==> src/rtl/line_text_pkg.sv <==
// Shared constants, FSM encoding and separator lookup for the line text UART transmitter.
package line_text_pkg;

  localparam logic [7:0] SEP_SP = 8'h20;
  localparam logic [7:0] SEP_EQ = 8'h3D;
  localparam logic [7:0] CR     = 8'h0D;
  localparam logic [7:0] LF     = 8'h0A;

  localparam int BITS_PER_FRAME = 10;

  typedef enum logic [2:0] {
    COLLECT,
    LHS,
    SEP,
    RHS,
    EOL
  } state_t;

  // Character of " = " at position 0..2; only the middle one is '='.
  function automatic logic [7:0] sep_char(input logic [1:0] pos);
    return (pos == 2'd1) ? SEP_EQ : SEP_SP;
  endfunction

endpackage

==> src/rtl/uart_tx_byte.sv <==
// 8N1 UART byte transmitter; start loads on the cycle it is seen, tx drops on the next edge.
// done marks the last stop-bit cycle, and a start in that cycle chains the next frame with no gap.
module uart_tx_byte
  import line_text_pkg::*;
#(
  parameter int CLKS_PER_BIT = 16
) (
  input  logic       clk,
  input  logic       rst,
  input  logic       start,
  input  logic [7:0] data,
  output logic       tx,
  output logic       done
);

  localparam int CW = $clog2(CLKS_PER_BIT);

  logic [CW-1:0]             r_clk_cnt;
  logic [3:0]                r_bit_idx;
  logic [BITS_PER_FRAME-1:0] r_shift;
  logic                      r_active;
  logic                      w_bit_end;
  logic                      w_load;

  assign w_bit_end = (r_clk_cnt == CW'(CLKS_PER_BIT - 1));
  assign done      = r_active && w_bit_end && (r_bit_idx == 4'(BITS_PER_FRAME - 1));
  assign w_load    = start && (!r_active || done);
  // Idle level comes straight from r_active so an async reset forces the line high at once.
  assign tx        = r_active ? r_shift[0] : 1'b1;

  always_ff @(posedge clk or posedge rst) begin
    if (rst) begin
      r_active  <= 1'b0;
      r_clk_cnt <= '0;
      r_bit_idx <= '0;
      r_shift   <= '1;
    end else if (w_load) begin
      r_active  <= 1'b1;
      r_clk_cnt <= '0;
      r_bit_idx <= '0;
      r_shift   <= {1'b1, data, 1'b0};
    end else if (r_active) begin
      if (w_bit_end) begin
        r_clk_cnt <= '0;
        if (r_bit_idx == 4'(BITS_PER_FRAME - 1)) begin
          r_active <= 1'b0;
        end else begin
          r_bit_idx <= r_bit_idx + 4'd1;
          r_shift   <= {1'b1, r_shift[BITS_PER_FRAME-1:1]};
        end
      end else begin
        r_clk_cnt <= r_clk_cnt + CW'(1);
      end
    end
  end

endmodule

==> src/rtl/line_text_tx.sv <==
// Buffers one line of (lhs, rhs) pairs and sends it as "lhs = rhs\r\n" over UART, first start bit
// one edge after the closing handshake; in_ready stays low from then until line_done.
module line_text_tx
  import line_text_pkg::*;
#(
  parameter int DEPTH        = 16,
  parameter int CLKS_PER_BIT = 16
) (
  input  logic       clk,
  input  logic       rst,
  input  logic       in_valid,
  output logic       in_ready,
  input  logic [7:0] in_lhs,
  input  logic [7:0] in_rhs,
  input  logic       in_last,
  output logic       tx,
  output logic       busy,
  output logic       overflow,
  output logic       line_done
);

  localparam int IDX_W = $clog2(DEPTH);
  localparam int CNT_W = IDX_W + 1;
  localparam logic [CNT_W-1:0] LAST_SLOT = CNT_W'(DEPTH - 1);

  state_t           r_state, w_state_nxt;
  logic [CNT_W-1:0] r_cnt, w_cnt_nxt;
  logic [CNT_W-1:0] r_idx, w_idx_nxt;
  logic             r_overflow, w_overflow_nxt;
  logic             r_line_done, w_line_done_nxt;
  logic             r_inflight, w_inflight_nxt;

  logic [7:0] r_lhs_buf [DEPTH];
  logic [7:0] r_rhs_buf [DEPTH];

  logic             w_hs;
  logic             w_start;
  logic             w_done;
  logic             w_can_start;
  logic [7:0]       w_byte;
  logic [CNT_W-1:0] w_last_idx;

  assign in_ready    = (r_state == COLLECT) && (r_cnt < CNT_W'(DEPTH));
  assign w_hs        = in_valid && in_ready;
  assign busy        = (r_state != COLLECT);
  assign overflow    = r_overflow;
  assign line_done   = r_line_done;
  assign w_last_idx  = r_cnt - CNT_W'(1);
  // A new byte may be handed over when the UART is idle or finishing its stop bit.
  assign w_can_start = !r_inflight || w_done;
  assign w_inflight_nxt = w_start ? 1'b1 : (w_done ? 1'b0 : r_inflight);

  always_ff @(posedge clk) begin
    if (w_hs) begin
      r_lhs_buf[r_cnt[IDX_W-1:0]] <= in_lhs;
      r_rhs_buf[r_cnt[IDX_W-1:0]] <= in_rhs;
    end
  end

  always_ff @(posedge clk or posedge rst) begin
    if (rst) begin
      r_state     <= COLLECT;
      r_cnt       <= '0;
      r_idx       <= '0;
      r_overflow  <= 1'b0;
      r_line_done <= 1'b0;
      r_inflight  <= 1'b0;
    end else begin
      r_state     <= w_state_nxt;
      r_cnt       <= w_cnt_nxt;
      r_idx       <= w_idx_nxt;
      r_overflow  <= w_overflow_nxt;
      r_line_done <= w_line_done_nxt;
      r_inflight  <= w_inflight_nxt;
    end
  end

  always_comb begin
    w_state_nxt     = r_state;
    w_cnt_nxt       = r_cnt;
    w_idx_nxt       = r_idx;
    w_overflow_nxt  = r_overflow;
    w_line_done_nxt = 1'b0;
    w_start         = 1'b0;
    w_byte          = SEP_SP;
    unique case (r_state)
      COLLECT: begin
        if (w_hs) begin
          w_cnt_nxt = r_cnt + CNT_W'(1);
          if (in_last || r_cnt == LAST_SLOT) begin
            w_state_nxt = LHS;
            w_idx_nxt   = '0;
          end
          if (!in_last && r_cnt == LAST_SLOT) begin
            w_overflow_nxt = 1'b1;
          end
        end
      end
      LHS: begin
        w_byte = r_lhs_buf[r_idx[IDX_W-1:0]];
        if (w_can_start) begin
          w_start = 1'b1;
          if (r_idx == w_last_idx) begin
            w_state_nxt = SEP;
            w_idx_nxt   = '0;
          end else begin
            w_idx_nxt = r_idx + CNT_W'(1);
          end
        end
      end
      SEP: begin
        w_byte = sep_char(r_idx[1:0]);
        if (w_can_start) begin
          w_start = 1'b1;
          if (r_idx == CNT_W'(2)) begin
            w_state_nxt = RHS;
            w_idx_nxt   = '0;
          end else begin
            w_idx_nxt = r_idx + CNT_W'(1);
          end
        end
      end
      RHS: begin
        w_byte = r_rhs_buf[r_idx[IDX_W-1:0]];
        if (w_can_start) begin
          w_start = 1'b1;
          if (r_idx == w_last_idx) begin
            w_state_nxt = EOL;
            w_idx_nxt   = '0;
          end else begin
            w_idx_nxt = r_idx + CNT_W'(1);
          end
        end
      end
      EOL: begin
        w_byte = (r_idx == '0) ? CR : LF;
        // idx 2 means LF is on the wire; the line closes when its stop bit ends.
        if (r_idx < CNT_W'(2)) begin
          if (w_can_start) begin
            w_start   = 1'b1;
            w_idx_nxt = r_idx + CNT_W'(1);
          end
        end else if (w_done) begin
          w_state_nxt     = COLLECT;
          w_cnt_nxt       = '0;
          w_idx_nxt       = '0;
          w_line_done_nxt = 1'b1;
        end
      end
      default: begin
        w_state_nxt = COLLECT;
      end
    endcase
  end

  uart_tx_byte #(
    .CLKS_PER_BIT(CLKS_PER_BIT)
  ) u_uart (
    .clk  (clk),
    .rst  (rst),
    .start(w_start),
    .data (w_byte),
    .tx   (tx),
    .done (w_done)
  );

endmodule

==> config.mk <==
export PLATFORM = sky130hd
export DESIGN_NAME = line_text_tx
export DESIGN_NICKNAME = d
export VERILOG_FILES = /design/src/rtl/line_text_pkg.sv /design/src/rtl/uart_tx_byte.sv /design/src/rtl/line_text_tx.sv
export SDC_FILE = /design/constraint.sdc
export NUM_CORES = 1
export LEC_CHECK = 0
export BUFFER_PORTS_ARGS = -buffer_cell sky130_fd_sc_hd__buf_2
export CORE_MARGIN = 10
export CORE_UTILIZATION = 29
export CTS_BUF_LIST = sky130_fd_sc_hd__clkbuf_4 sky130_fd_sc_hd__clkbuf_8 sky130_fd_sc_hd__clkbuf_16
export CTS_CLUSTER_SIZE = 24
export DETAILED_ROUTE_END_ITERATION = 10
export GPL_TIMING_DRIVEN = 0
export SLEW_MARGIN = 5
export SYNTH_ARGS = -nofsm -noshare
export SYNTH_HDL_FRONTEND = slang
export SYNTH_SLANG_ARGS = --single-unit
==> constraint.sdc <==
create_clock -name clk -period 7.35 [get_ports clk]
set_input_delay 0.735 -clock clk [delete_from_list [all_inputs] [get_ports clk]]
set_output_delay 0.735 -clock clk [all_outputs]
set_load 0.02 [all_outputs]
Yosys cells after proc, flatten, opt, wreduce, memory -nomap -nowiden --
Memory sizes are Yosys's and may differ from the RTL's. Cells that the tools add are included.
Cells by class: $add $sub $neg 5, $lt $le $gt $ge 2, eq/ne operators 24, multiplexer cells 53, reductions and logical operators 27
Operators by type and width (count):
- $mux 5 | 12
- $mux 10 | 4
- $mux 3 | 11
- $pmux 8 s4 | 1
- $mux 4 | 7
- $pmux 5 s4 | 1
- $ne 2x2->1 const B | 8
- $pmux 3 s5 | 1
- $mux 1 | 14
- $add 5x1->5 const B | 2
- $pmux 5 s2 | 1
- $reduce_and 10->1 | 1
- $add 4x1->4 const B | 2
- $eq 4x4->1 const B | 2
- $ne 2x1->1 const B | 4
- $reduce_bool 2->1 | 4
- $reduce_and 7->1 | 1
- $eq 3x2->1 const B | 2
- $logic_and 1x1->1 | 6
- $reduce_and 3->1 | 2
- $eq 5x2->1 const B | 1
- $eq 5x4->1 const B | 1
- $eq 5x5->1 | 1
- $logic_not 5->1 | 1
- other kinds (17) | 21
Word-level totals: register bits after elaboration 35, bits in writable memories 256, output and inout bits 5, memories 2
Memory list:
- r_lhs_buf | depth 16, width 8, rd ports 1, clocked after memory_dff 0, write ports 1, line line_text_tx.sv:33 | logic [7:0] r_lhs_buf [DEPTH];
- r_rhs_buf | depth 16, width 8, rd ports 1, clocked after memory_dff 0, write ports 1, line line_text_tx.sv:34 | logic [7:0] r_rhs_buf [DEPTH];

Logic depth before layout (Yosys ltp) --
depth in word-level cells 10, depth in mapped cells 11, mapped depth without buffers 9

Hierarchy --
A second synthesis with hierarchy kept.
Unflattened totals: cells, all modules 694, area, all modules 12086.6 um2
By module, submodules not included:
- line_text_tx | instances 1, cells an instance 602, area an instance 11110.7 um2, seq. area each 8087.8 um2
- uart_tx_byte | instances 1, cells an instance 92, area an instance 975.9 um2, seq. area each 461.7 um2

Worst setup path after synthesis --
OpenSTA, ideal clock, no wires.
kind flip-flop to flip-flop, from register r_state[0], to memory r_lhs_buf[1][0], enable pin, library setup time 0.436 ns, arrival time 2.769 ns, setup slack 4.145 ns, stages on the path, launching flop included 4, buffers on the path 0, clock period less this slack 3.205 ns, cell sequence dfrtp_1 > nor2_1 > nand4_1 > nor4b_1
On the way: longest elaborated chain between the ends 5
Ends and longest elaborated chain:
- start, declared | line line_text_tx.sv:26 | state_t r_state, w_state_nxt;
- start signal, assigned | line line_text_tx.sv:69 | r_state <= w_state_nxt;
- $logic_not 3->1 | line line_text_tx.sv:43 | assign in_ready = (r_state == COLLECT) && (r_cnt < CNT_W'(DEPTH));
- $logic_and 1x1->1 | line line_text_tx.sv:43
- $logic_and 1x1->1 | line line_text_tx.sv:44 | assign w_hs = in_valid && in_ready;
- $mux 1 | line line_text_tx.sv:54 | if (w_hs) begin
- $mux 1 (implied by the code) | line line_text_tx.sv:55 | r_lhs_buf[r_cnt[IDX_W-1:0]] <= in_lhs;
- end, declared | line line_text_tx.sv:33
Every way passes these cells.

Final worst setup path --
from register r_state[0], to memory r_rhs_buf[5][7], enable pin
On the way: longest elaborated chain between the ends 5
Ends and longest elaborated chain:
- $logic_not 3->1 | line line_text_tx.sv:43
- $logic_and 1x1->1 | line line_text_tx.sv:43
- $logic_and 1x1->1 | line line_text_tx.sv:44
- $mux 1 | line line_text_tx.sv:54
- $mux 1 (implied by the code) | line line_text_tx.sv:56 | r_rhs_buf[r_cnt[IDX_W-1:0]] <= in_rhs;
- end, declared | line line_text_tx.sv:34
Every way passes these cells.

==> metrics.cfg <==
[run_status]
outcome = complete, no violations

[detailed_routing]
drt_iter0_markers = 699
vias = 6619
routedWlPerCell_microns = 21.7
drt_pass1_iterations = 5
drc = 0
wirelength_mm = 29.0
vias_per_cell = 4.94
ant_nets = 0

[floorplan]
dieArea_sq_um = 50200
coreArea_sq_um = 41000
die_w_microns = 224
ios = 25
std_cell_rows = 74
start_util = 0.295
die_h_microns = 224

[power]
p_sw_mw = 0.647
power.share.switching = 0.193
p_leak_nw = 4.51
vdd_drop_max_mv = 0.206
p_int_mw = 2.71
clkPwrFrac = 0.458
total_power_mw = 3.36
combPwrFrac = 0.008
p_per_area_nw_per_um2 = 240
seqPwrFrac = 0.534

[timing]
fmax_mhz = 277
min_period_over_period = 0.492
fin_crit_ns = 3.62
slew_violations = 0
skew_ns = 0.0282
rsz0062_at_grt = false
finalHoldViolations = 0
slew_headroom = 0.129
final.setup.tns_ns = 0
setup_viol = 0
worstMarginPinSlew_ns = 1.31

[clock_tree]
post_cts_buffers = 0
cts.path.max_buffers = 3
cts-buffers-inserted = 30
cts_max_level = 1
clkLatencyLatePin_ns = 0.58
tritoncts = done
cts_resized = 0
clock_sinks = 290
cts_hold_buf = 0
clk_pin_slew_ns = 0.06
root_buffer = clkbuf_16

[setup_path]
end_kind = flop
crit_required_ns = 7.52
crit_buf_inv = 0
critPathLaunchType = flop
setup.worst_path.class = flop to flop
path_cells = nor2_1, nand2_1, nor3_1, nand2_1, nor2_1, and2_1
worstPathMaxFanout = 16
crit_arrival_ns = 3.78
path_depth = 6
crit_family = simple AND/OR/NAND/NOR gates
slowest_stage = and2_1
reg2reg_depth = 6
slowest_delay_ns = 1.02

[place]
io_buffers = 24
gp_congestion = 0.803
hpwl_mm = 18.5
postPlaceCellArea_sq_um = 13000

[yosys]
ys_top_cells_by_count = 256 x edfxtp_1, 70 x mux2i_1, 38 x mux4_2, 32 x nand2_1
synthArstFlopShare = 0.117
synth_top_area_share = 0.636
synth_edf_count = 256
syn-cell-area_sq_um = 12100
synth_warnings = 0
yosys.area.top_type = edfxtp_1
synth_flop_cell = edfxtp_1
synth.most_common_cell = edfxtp_1
syn_inst = 717
synth.distinct_cells = 61
yosysSeqAreaShare = 0.708
avgSynthCellArea_sq_um = 16.9
synth_seq_cells = 290
syn_nets = 749
ys_top_cells_by_area = edfxtp_1 64%, mux4_2 7.1%, mux2i_1 5.8%

[layout]
finalNetCount = 817
final_area_sq_um = 14000
diodes = 0
drive_gt1_frac = 0.206
post-route-util = 0.341
area_growth_pct = 15.8

[global_route]
grt_usage = 0.113
grt_max_degree = 35
grtUsageMet1 = 0.153
met3_usage = 0.0238
grtUsageMet2 = 0.181
grt_pass1_wl_mm = 43.4
grt_pass1_vias = 6703
overflow = 0
antenna_found_initial = 3
busiest_layer = met2

[hold_path]
worst_hold_path_type = input port to async pin

[flow_run]
cap_violations = 0

routing by layer:
metal	vias to the layer above	routed length, microns
met5	-	28
met4	4	771
met3	52	1490
met2	164	13700
met1	3414	13000
li1	2985	-
layout make-up:
type / instances / area (sq um)
sequential: 290 / 8550
timing repair buffer: 36 / 210
buffer: 37 / 188
tap: 532 / 666
fill: 3913 / 27000
clock inverter: 17 / 199
multi-input combinational: 377 / 3320
inverter: 13 / 48.8
clock buffer: 37 / 803
cell families (layout without fill, tap and decap cells):
group,Yosys count,after routing,synth area share
xor+xnor,11,11,0.00797
flops,290,290,0.708
mux,109,109,0.130
simple gates,146,146,0.0668
fa+ha+maj,12,12,0.0124
compound gates,99,99,0.0559
buf+inv,50,140,0.0196
stage by stage:
stage                     cells  hold slack [ns]  setup slack, ns
final                      1339            0.308             3.73
after global routing       1339            0.373             3.55
after CTS                  1339            0.325             3.81
after detailed placement   1285            0.484             3.81
after global placement     1273            0.449             1.30
after floorplan             717            0.465             4.15
worst paths after layout:
kind / slack (ns) / end / startpoint
min in group clk: 0.49 / overflow / overflow
min: 0.31 / line_done / rst
max in group asynchronous: 6.56 / u_uart.r_bit_idx[1] / rst
max: 3.73 / r_rhs_buf[5][7] / r_state[0]
min reg2reg: 0.49 / overflow / overflow
max reg2reg: 3.73 / r_rhs_buf[5][7] / r_state[0]
power by group through the flow:
stage | Sequential [mW] | Combinational [mW] | Clock [mW]
5_1_grt | 1.79 | 0.0309 | 1.63
6_report | 1.79 | 0.0268 | 1.54
3_3_place_gp | 1.83 | 0.0255 | 0
4_1_cts | 1.79 | 0.0276 | 1.56
3_5_place_dp | 1.83 | 0.0275 | 0
2_1_floorplan | 1.83 | 0.00305 | 0
registers in the layout, indices dropped and copies added (netlist names):
signal / count
r_lhs_buf: 128
r_rhs_buf: 128
u_uart.r_shift: 9
r_cnt: 5
r_idx: 5
u_uart.r_bit_idx: 4
u_uart.r_clk_cnt: 4
r_state: 3
line_done: 1
overflow: 1
r_inflight: 1
u_uart.r_active: 1
layout by cell type, fill, tap and decap left out, types with 5 or more instances in the layout:
| cell type | instances |
|---|---|
| ha_1 | 12 |
| buf_4 | 16 |
| mux2i_1 | 70 |
| nor3_1 | 6 |
| and2_1 | 9 |
| nor2b_1 | 13 |
| inv_1 | 11 |
| clkbuf_1 | 14 |
| a22o_1 | 5 |
| nand2_1 | 32 |
| nor2_1 | 25 |
| dfrtp_1 | 25 |
| xnor2_1 | 5 |
| nand4_1 | 7 |
| clkbuf_16 | 30 |
| o22ai_1 | 7 |
| dfstp_2 | 9 |
| nand3_1 | 16 |
| buf_2 | 39 |
| a21oi_1 | 9 |
| mux4_2 | 38 |
| a32oi_1 | 5 |
| edfxtp_1 | 256 |
| o21ai_0 | 24 |
| nor4b_2 | 5 |
| clkbuf_4 | 7 |
| a31oi_1 | 6 |
| clkinv_1 | 10 |
| a22oi_1 | 21 |
| xor2_1 | 6 |
Power figures use the tool's default switching activity.
